===== src/rtl/gate_model_bist_if.sv =====
// Harness-side bus of the gate-model BIST wrapper: run control, golden signature,
// netlist pattern/response pair and status.
interface gate_model_bist_if #(
  parameter int N_IN   = 20,
  parameter int N_OUT  = 10,
  parameter int MISR_W = 16,
  parameter int CNT_W  = 16
);
  logic              start;
  logic [N_IN-1:0]   seed;
  logic [CNT_W-1:0]  pat_count;
  logic [MISR_W-1:0] expected;
  logic [N_IN-1:0]   dut_in;
  logic [N_OUT-1:0]  dut_out;
  logic              busy;
  logic              done;
  logic [MISR_W-1:0] signature;
  logic              pass;

  // The master is the harness together with the netlist, which answers dut_in with dut_out.
  modport master (
    output start, seed, pat_count, expected, dut_out,
    input  dut_in, busy, done, signature, pass
  );

  modport slave (
    input  start, seed, pat_count, expected, dut_out,
    output dut_in, busy, done, signature, pass
  );
endinterface


===== src/rtl/gate_model_bist.sv =====
// LFSR pattern generator plus MISR response compactor wrapped around one
// combinational gate-model netlist, turning it into a clocked self-checking unit.
module gate_model_bist #(
  parameter int                N_IN      = 20,
  parameter int                N_OUT     = 10,
  parameter int                MISR_W    = 16,
  parameter logic [N_IN-1:0]   LFSR_TAPS = 20'h80004,
  parameter logic [MISR_W-1:0] MISR_TAPS = 16'h8016,
  parameter int                SETTLE    = 0,
  parameter int                CNT_W     = 16
) (
  input logic               clk,
  input logic               rst,
  gate_model_bist_if.slave  bist
);

  generate
    if (MISR_W < N_OUT) begin : g_badMisrWidth
      $error("gate_model_bist: MISR_W must be >= N_OUT");
    end
    if (N_IN < 2) begin : g_badLfsrWidth
      $error("gate_model_bist: N_IN must be >= 2");
    end
  endgenerate

  localparam logic [3:0] SETTLE_L = 4'(SETTLE);

  typedef enum logic [1:0] {S_IDLE, S_RUN, S_DONE} state_t;

  state_t            r_state;
  state_t            w_next;
  logic [N_IN-1:0]   r_lfsr;
  logic [MISR_W-1:0] r_misr;
  logic [CNT_W-1:0]  r_cnt;
  logic [3:0]        r_hold;
  logic [MISR_W-1:0] w_outExt;
  logic              w_accept;
  logic              w_capture;
  logic              w_last;

  assign w_accept  = (r_state != S_RUN) && bist.start;
  assign w_capture = (r_state == S_RUN) && (r_hold == SETTLE_L);
  assign w_last    = w_capture && (r_cnt == CNT_W'(1));

  always_comb begin
    w_outExt = '0;
    w_outExt[N_OUT-1:0] = bist.dut_out;
  end

  always_ff @(posedge clk) begin
    if (rst) r_state <= S_IDLE;
    else     r_state <= w_next;
  end

  always_comb begin
    w_next = r_state;
    case (r_state)
      S_IDLE, S_DONE: begin
        if (bist.start) w_next = (bist.pat_count == '0) ? S_DONE : S_RUN;
      end
      S_RUN: begin
        if (w_last) w_next = S_DONE;
      end
      default: w_next = S_IDLE;
    endcase
  end

  // A zero seed would lock the LFSR at all-zeros, so it is replaced by 1.
  always_ff @(posedge clk) begin
    if (rst) begin
      r_lfsr <= '0;
      r_misr <= '0;
      r_cnt  <= '0;
      r_hold <= '0;
    end else if (w_accept) begin
      r_lfsr <= (bist.seed == '0) ? N_IN'(1) : bist.seed;
      r_misr <= '0;
      r_cnt  <= bist.pat_count;
      r_hold <= '0;
    end else if (w_capture) begin
      r_misr <= {r_misr[MISR_W-2:0], ^(r_misr & MISR_TAPS)} ^ w_outExt;
      r_lfsr <= {r_lfsr[N_IN-2:0], ^(r_lfsr & LFSR_TAPS)};
      r_cnt  <= r_cnt - CNT_W'(1);
      r_hold <= '0;
    end else if (r_state == S_RUN) begin
      r_hold <= r_hold + 4'd1;
    end
  end

  assign bist.dut_in    = r_lfsr;
  assign bist.signature = r_misr;
  assign bist.busy      = (r_state == S_RUN);
  assign bist.done      = (r_state == S_DONE);
  assign bist.pass      = (r_state == S_DONE) && (r_misr == bist.expected);

endmodule


===== src/flat_wrapper.sv =====
// flat-port wrapper written by rule: the top's interface ports become plain ports
module gate_model_bist_flat 
#(
  parameter int                N_IN      = 20,
  parameter int                N_OUT     = 10,
  parameter int                MISR_W    = 16,
  parameter logic [N_IN-1:0]   LFSR_TAPS = 20'h80004,
  parameter logic [MISR_W-1:0] MISR_TAPS = 16'h8016,
  parameter int                SETTLE    = 0,
  parameter int                CNT_W     = 16
)
  (clk, rst, bist_start, bist_seed, bist_pat_count, bist_expected, bist_dut_out, bist_dut_in, bist_busy, bist_done, bist_signature, bist_pass);
  gate_model_bist_if #(.N_IN(N_IN), .N_OUT(N_OUT), .MISR_W(MISR_W), .CNT_W(CNT_W)) bist_i ();
  input logic clk;
  input logic rst;
  input wire logic [$bits(bist_i.start)-1:0] bist_start;
  input wire logic [$bits(bist_i.seed)-1:0] bist_seed;
  input wire logic [$bits(bist_i.pat_count)-1:0] bist_pat_count;
  input wire logic [$bits(bist_i.expected)-1:0] bist_expected;
  input wire logic [$bits(bist_i.dut_out)-1:0] bist_dut_out;
  output wire logic [$bits(bist_i.dut_in)-1:0] bist_dut_in;
  output wire logic [$bits(bist_i.busy)-1:0] bist_busy;
  output wire logic [$bits(bist_i.done)-1:0] bist_done;
  output wire logic [$bits(bist_i.signature)-1:0] bist_signature;
  output wire logic [$bits(bist_i.pass)-1:0] bist_pass;
  assign bist_i.start = bist_start;
  assign bist_i.seed = bist_seed;
  assign bist_i.pat_count = bist_pat_count;
  assign bist_i.expected = bist_expected;
  assign bist_i.dut_out = bist_dut_out;
  assign bist_dut_in = bist_i.dut_in;
  assign bist_busy = bist_i.busy;
  assign bist_done = bist_i.done;
  assign bist_signature = bist_i.signature;
  assign bist_pass = bist_i.pass;
  gate_model_bist #(.N_IN(N_IN), .N_OUT(N_OUT), .MISR_W(MISR_W), .LFSR_TAPS(LFSR_TAPS), .MISR_TAPS(MISR_TAPS), .SETTLE(SETTLE), .CNT_W(CNT_W)) u_core (.clk(clk), .rst(rst), .bist(bist_i));
endmodule

===== config.mk =====
export PLATFORM = sky130hd
export DESIGN_NAME = gate_model_bist_flat
export DESIGN_NICKNAME = d
export VERILOG_FILES = /design/src/rtl/gate_model_bist_if.sv /design/src/rtl/gate_model_bist.sv /design/src/flat_wrapper.sv
export SDC_FILE = /design/constraint.sdc
export NUM_CORES = 1
export LEC_CHECK = 0
export CAP_MARGIN = 20
export CORE_MARGIN = 2
export CORE_UTILIZATION = 45
export DETAILED_ROUTE_END_ITERATION = 7
export DONT_BUFFER_PORTS = 1
export GPL_TIMING_DRIVEN = 0
export PLACE_DENSITY = 0.64
export SLEW_MARGIN = 20
export SYNTH_ARGS = -nofsm -noshare
export SYNTH_HDL_FRONTEND = slang
export SYNTH_SLANG_ARGS = --single-unit

===== constraint.sdc =====
create_clock -name clk -period 1.7 [get_ports clk]
set_clock_uncertainty 0.1 [all_clocks]
set_input_delay 0.34 -clock clk [delete_from_list [all_inputs] [get_ports clk]]
set_output_delay 0.34 -clock clk [all_outputs]
set_load 0.005 [all_outputs]

---- Word level (Yosys, flattened, before mapping) ----
Cells that the tools add are included.
storage, ports and cells
  register bits ........................... 58
  input bits .............................. 65
  output and inout port bits .............. 39
  word-level logic and storage cells ...... 39
cells by class
  $add $sub $neg .......................... 2
  equality and inequality tests ........... 7
  mux-type cells .......................... 9
  bitwise logic cells ..................... 1
  reductions and logical operators ........ 15
operator list
  operator                                                                 count
  20-bit two-way mux                                                       3
  16-bit two-way mux                                                       2
  20-bit logical NOT                                                       1
  20-bit parity                                                            1
  16-bit by 1-bit == test with 1-bit output, second input constant         1
  16-bit == test                                                           1
  16-bit logical NOT                                                       1
  16-bit parity                                                            1
  16-bit by 1-bit subtractor with 16-bit output, second input constant     1
  16-bit by 10-bit bitwise XOR with 16-bit output                          1
  2-bit two-way mux                                                        3
  4-bit by 1-bit adder with 4-bit output, second input constant            1
  1-bit logical AND                                                        4
  4-bit logical NOT                                                        1
  2-bit by 1-bit inequality test with 1-bit output, second input constant  2
  2-bit one-hot mux with 2 select lines                                    1
  2-bit OR reduction                                                       2
  3-bit OR reduction                                                       1
  2-bit by 1-bit == test with 1-bit output, second input constant          1
  2-bit == test, second input constant                                     1
  2-bit logical NOT                                                        1
  2-bit inequality test, second input constant                             1
  2-bit AND reduction                                                      1
  2-bit nonzero test                                                       1

---- Depth between registers and ports, before layout ----
  depth in word-level cells ............... 5
  gate-level depth with buffers ........... 9
  depth with buffers taken out ............ 6

---- Worst setup path before layout ----
OpenSTA, ideal clock, no wires.
  kind .................................... reg-to-reg
  from .................................... register u_core.r_hold[0]
  to ...................................... register u_core.r_state[0]
  setup time .............................. 0.117 ns
  arrival time ............................ 1.650 ns
  setup slack ............................. -0.166 ns
  cell stages (with the launch flop) ...... 7
  clock period less this slack ............ 1.866 ns
  path through ............................ dfxtp_1 inv_1 ha_1 nor3b_4 nand2_1 or4_4 a22o_1
between the ends
  cells in the longest elaborated chain, start to end .. 5
RTL lines
  item                                                        RTL line               text
  from (decl)                                                 gate_model_bist.sv:35  logic [3:0] r_hold;
  from (signal assigned)                                      gate_model_bist.sv:86  r_hold <= r_hold + 4'd1;
  4-bit logical NOT                                           gate_model_bist.sv:42  assign w_capture = (r_state == S_RUN) && (r_hold == SETTLE_L);
  1-bit logical AND                                           gate_model_bist.sv:42
  1-bit logical AND                                           gate_model_bist.sv:43  assign w_last = w_capture && (r_cnt == CNT_W'(1));
  2-bit by 1-bit inequality test with 1-bit output (no line)  --
  2-bit AND reduction (no line)                               --
  to (signal assigned)                                        gate_model_bist.sv:52  else r_state <= w_next;
  to (decl)                                                   gate_model_bist.sv:30  state_t r_state;
Every way passes these cells.
A chain may end at the register's enable or synchronous reset.

---- Worst setup path after layout ----
  from .................................... register u_core.r_misr[4], in the netlist u_core.bist.signature[4]
  to ...................................... output port bist_pass
between the ends
  cells in the longest elaborated chain, start to end .. 2
RTL lines
  item                    RTL line               text
  from (decl)             gate_model_bist.sv:33  logic [MISR_W-1:0] r_misr;
  from (signal assigned)  gate_model_bist.sv:81  r_misr <= {r_misr[MISR_W-2:0], ^(r_misr & MISR_TAPS)} ^ w_outExt;
  16-bit == test          gate_model_bist.sv:94  assign bist.pass = (r_state == S_DONE) && (r_misr == bist.expected);
  1-bit logical AND       gate_model_bist.sv:94
  to (decl)               flat_wrapper.sv:25     output wire logic [$bits(bist_i.pass)-1:0] bist_pass;
Every way passes these cells.

==> qor.yml <==
finish:
  stdcell_count: 488
  multi_input_area_mm2: 0.00220
  ff_latch_area_mm2: 0.00121
  antenna_cells: 0
  drive_gt1_frac: 0.414
  area_growth_syn_to_layout_pct: 39.7
  nNetsFinal: 472
  fin_area_mm2: 0.00428
  fill_cells: 546
logic_synthesis:
  synthesis.area_mm2: 0.00307
  synth_async_sr_flop_share: 0
  synth_cell_type_count: 53
  synth-seq-area-share: 0.379
  ys_ff_latch: 58
  synthFlopType: "dfxtp_1"
  syn_inst: 367
  synth_edf_count: 0
  yosysWarnings: 0
  synth_nets: 436
  synth_area_per_cell_um2: 8.36
route:
  drt_wl_total_mm: 9.79
  drt_pass1_iterations: 4
  drc: 0
  ant_nets: 0
  num_vias: 3056
  first_iter_violations: 185
  via_per_inst: 6.26
  wl_per_cell_um: 20.1
floorplan:
  die-area_mm2: 0.00749
  num_io_pins: 104
  coreArea_mm2: 0.00668
  die_w_um: 86.6
  start_util: 0.459
  rows: 30
  die_h_um: 86.6
sta:
  min_period_over_period: 1.16
  hold_ws_ns: 0.0532
  fin_crit_ns: 1.97
  fmax_mhz: 508
  slew_headroom: 0.462
  setup_ws_ns: -0.270
  drv_slew: 0
  tightest_slew_ns: 0.807
  finalSetupViolCount: 23
  rsz0062_at_grt: "true"
  hold_violations: 0
power_and_ir_drop:
  powerDensity_mw_per_mm2: 1110
  leakagePower_nw: 1.49
  vdd.ir_drop.worst_uv: 707
worst_setup_path:
  r2r_slack_ns: -0.14
  rr_worst_depth: 7
  slowest_delay_ns: 0.39
  endpoint_kind: "primary output"
  critPathArrivalTime_ns: 1.53
  crit-reg2reg-launch: "u_core.r_hold[0]"
  path_cells: "xnor2_2 > nand4_1 > nor4_2 > and3_1"
  cp_slowest_cell: "dfxtp_4"
  r2r_end: "u_core.r_cnt[14]"
  worstSetupPathType: "flip-flop to primary output"
  crit_start: "u_core.bist.signature[4]"
  required_ns: 1.26
  crit_fanout: 5
  startpoint_type: "flip-flop"
run_status:
  status: "finished with violations"
  violations: "setup timing"
clock_tree:
  clockRootBuffer: "clkbuf_8"
  cts_tree: "done"
  clk_pin_slew_ns: 0.06
  cts_buffer_depth: 2
  cts_hold_buf: 0
  clock_sinks: 58
  clock_latency_ns: 0.33
  cts_made_buffers: 9
  clock_tree.htree_level_count: 3
placement:
  io_buffers: 0
  place_ws_ns: -0.433
  dpl-instance-area_mm2: 0.00320
  dp_hpwl_mm: 6.44
  gp_congestion: 0.893
  dp.cells: 447
global_route:
  grt_overflow: 0
  grt_max_degree: 11
  grt.total_usage: 0.258
  grt_pass1_wl_mm: 15.1
  antenna_found_initial: 0
  grt_pass1_vias: 3054
hold_path:
  hold_path_class: "primary input to flip-flop"
  hp-start: "bist_pat_count[13]"
  worstHoldEndpoint: "u_core.r_cnt[13]"
  hold_path_depth: 1
job:
  cap_violations: 0
[state kept, by name (all words and copies together), names as in the netlist]
signal and count:
u_core.bist.signature 16, u_core.r_hold 4, u_core.r_cnt 16, u_core.r_state 2
u_core.bist.dut_in 20
[power by group]
group | internal (mW) | total [mW] | leakage (nW) | switching, mW
sequential | 1.50 | 1.69 | 0.488 | 0.191
clock | 1.16 | 1.71 | 0.134 | 0.547
combinational | 0.663 | 1.37 | 0.869 | 0.711
total | 3.32 | 4.77 | 1.49 | 1.45
[layer usage]
layer | GRT usage | wire [um] | vias to the layer above
met4 | 0.122 | 314 | 0
met5 | 0 | 0 | -
li1 | - | - | 1422
met1 | 0.320 | 3950 | 1453
met3 | 0.0590 | 729 | 33
met2 | 0.422 | 4790 | 148
[cells in the mapped netlist (all sizes together), types with 3 or more instances]
| cell | n | share of area |
|---|---|---|
| nor4 | 12 | 0.034 |
| and3 | 5 | 0.010 |
| a21oi | 18 | 0.029 |
| nand3 | 16 | 0.026 |
| xnor2 | 27 | 0.077 |
| a22oi | 3 | 0.0073 |
| buf | 9 | 0.016 |
| a211oi | 11 | 0.029 |
| clkbuf | 15 | 0.018 |
| nand4 | 8 | 0.016 |
| a32oi | 5 | 0.014 |
| nand2 | 50 | 0.061 |
| a311oi | 14 | 0.040 |
| ha | 4 | 0.016 |
| o311ai | 3 | 0.0086 |
| nor2 | 43 | 0.053 |
| o221ai | 3 | 0.0086 |
| dfxtp | 58 | 0.38 |
| nor3 | 7 | 0.011 |
| or4 | 4 | 0.011 |
| inv | 6 | 0.0073 |
| a31oi | 6 | 0.012 |
| o211ai | 5 | 0.012 |
| xor2 | 6 | 0.017 |
[area by class of cell]
class,count,area share
Buffer,20,0.0441
Clock buffer,11,0.0330
Clock inverter,5,0.0292
Inverter,7,0.00730
Multi-Input combinational cell,278,0.514
Sequential cell,58,0.282
Tap cell,80,0.0234
Timing Repair Buffer,29,0.0675
[how the worst max path moves through the flow]
stage                                       end  cells past startpoint  slack, ns
after floorplan                u_core.r_cnt[14]                      7      -0.14
after global placement    u_core.bist.dut_in[9]                      6      -0.41
after detailed placement  u_core.bist.dut_in[8]                      6      -0.43
after CTS                             bist_pass                      4      -0.29
after global routing                  bist_pass                      4      -0.33
final                                 bist_pass                      4      -0.27
[worst max-delay path: cells and delay by family (launching register included)]
kind / cells / cell delay (ns)
AND/OR/NAND/NOR: 3 / 0.69
XOR/XNOR: 1 / 0.12
flip-flops: 1 / 0.39
[repair_timing]
action,4_1_cts,5_1_grt
pin swaps,39,38
buffers inserted,19,12
setup endpoints to repair,60,60
gates resized for setup,87,97
cloned,4,1
hold endpoints to repair,0,0
[kinds of logic (layout without fill, tap and decap cells)]
logic type,count (synthesis),count (layout),synth area share
AO/OA/AOI/OAI,80,80,0.195
XOR/XNOR,34,34,0.102
adder cells (fa/ha/maj),4,4,0.0163
buffers and inverters,31,72,0.0424
flip-flops,58,58,0.379
multiplexers,2,2,0.00653
AND/OR/NAND/NOR,158,158,0.260
[cells in the final DEF, fill, tap and decap left out, types with 7 or more instances in the layout]
| master | synthesis | final |
|---|---|---|
| a211oi_2 | 1 | 10 |
| a21oi_1 | 18 | 11 |
| a21oi_2 | 0 | 7 |
| a311oi_1 | 14 | 8 |
| buf_4 | 1 | 17 |
| buf_6 | 0 | 9 |
| clkbuf_8 | 0 | 10 |
| dfxtp_1 | 58 | 37 |
| dfxtp_2 | 0 | 13 |
| dfxtp_4 | 0 | 8 |
| nand2_1 | 50 | 36 |
| nand2_2 | 0 | 13 |
| nand3_1 | 16 | 12 |
| nand4_1 | 8 | 8 |
| nor2_1 | 43 | 36 |
| nor4_1 | 10 | 9 |
| xnor2_1 | 27 | 22 |
[stage by stage]
stage	utilization	TNS, ns	power [mW]
finish	0.641	-1.64	4.77
detailed placement	0.479	-17.73	2.53
global route	0.641	-3.75	4.97
global placement	0.479	-17.44	2.52
floorplan	-	-0.444	2.31
CTS	0.588	-1.91	4.54
Power figures use the tool's default switching activity.
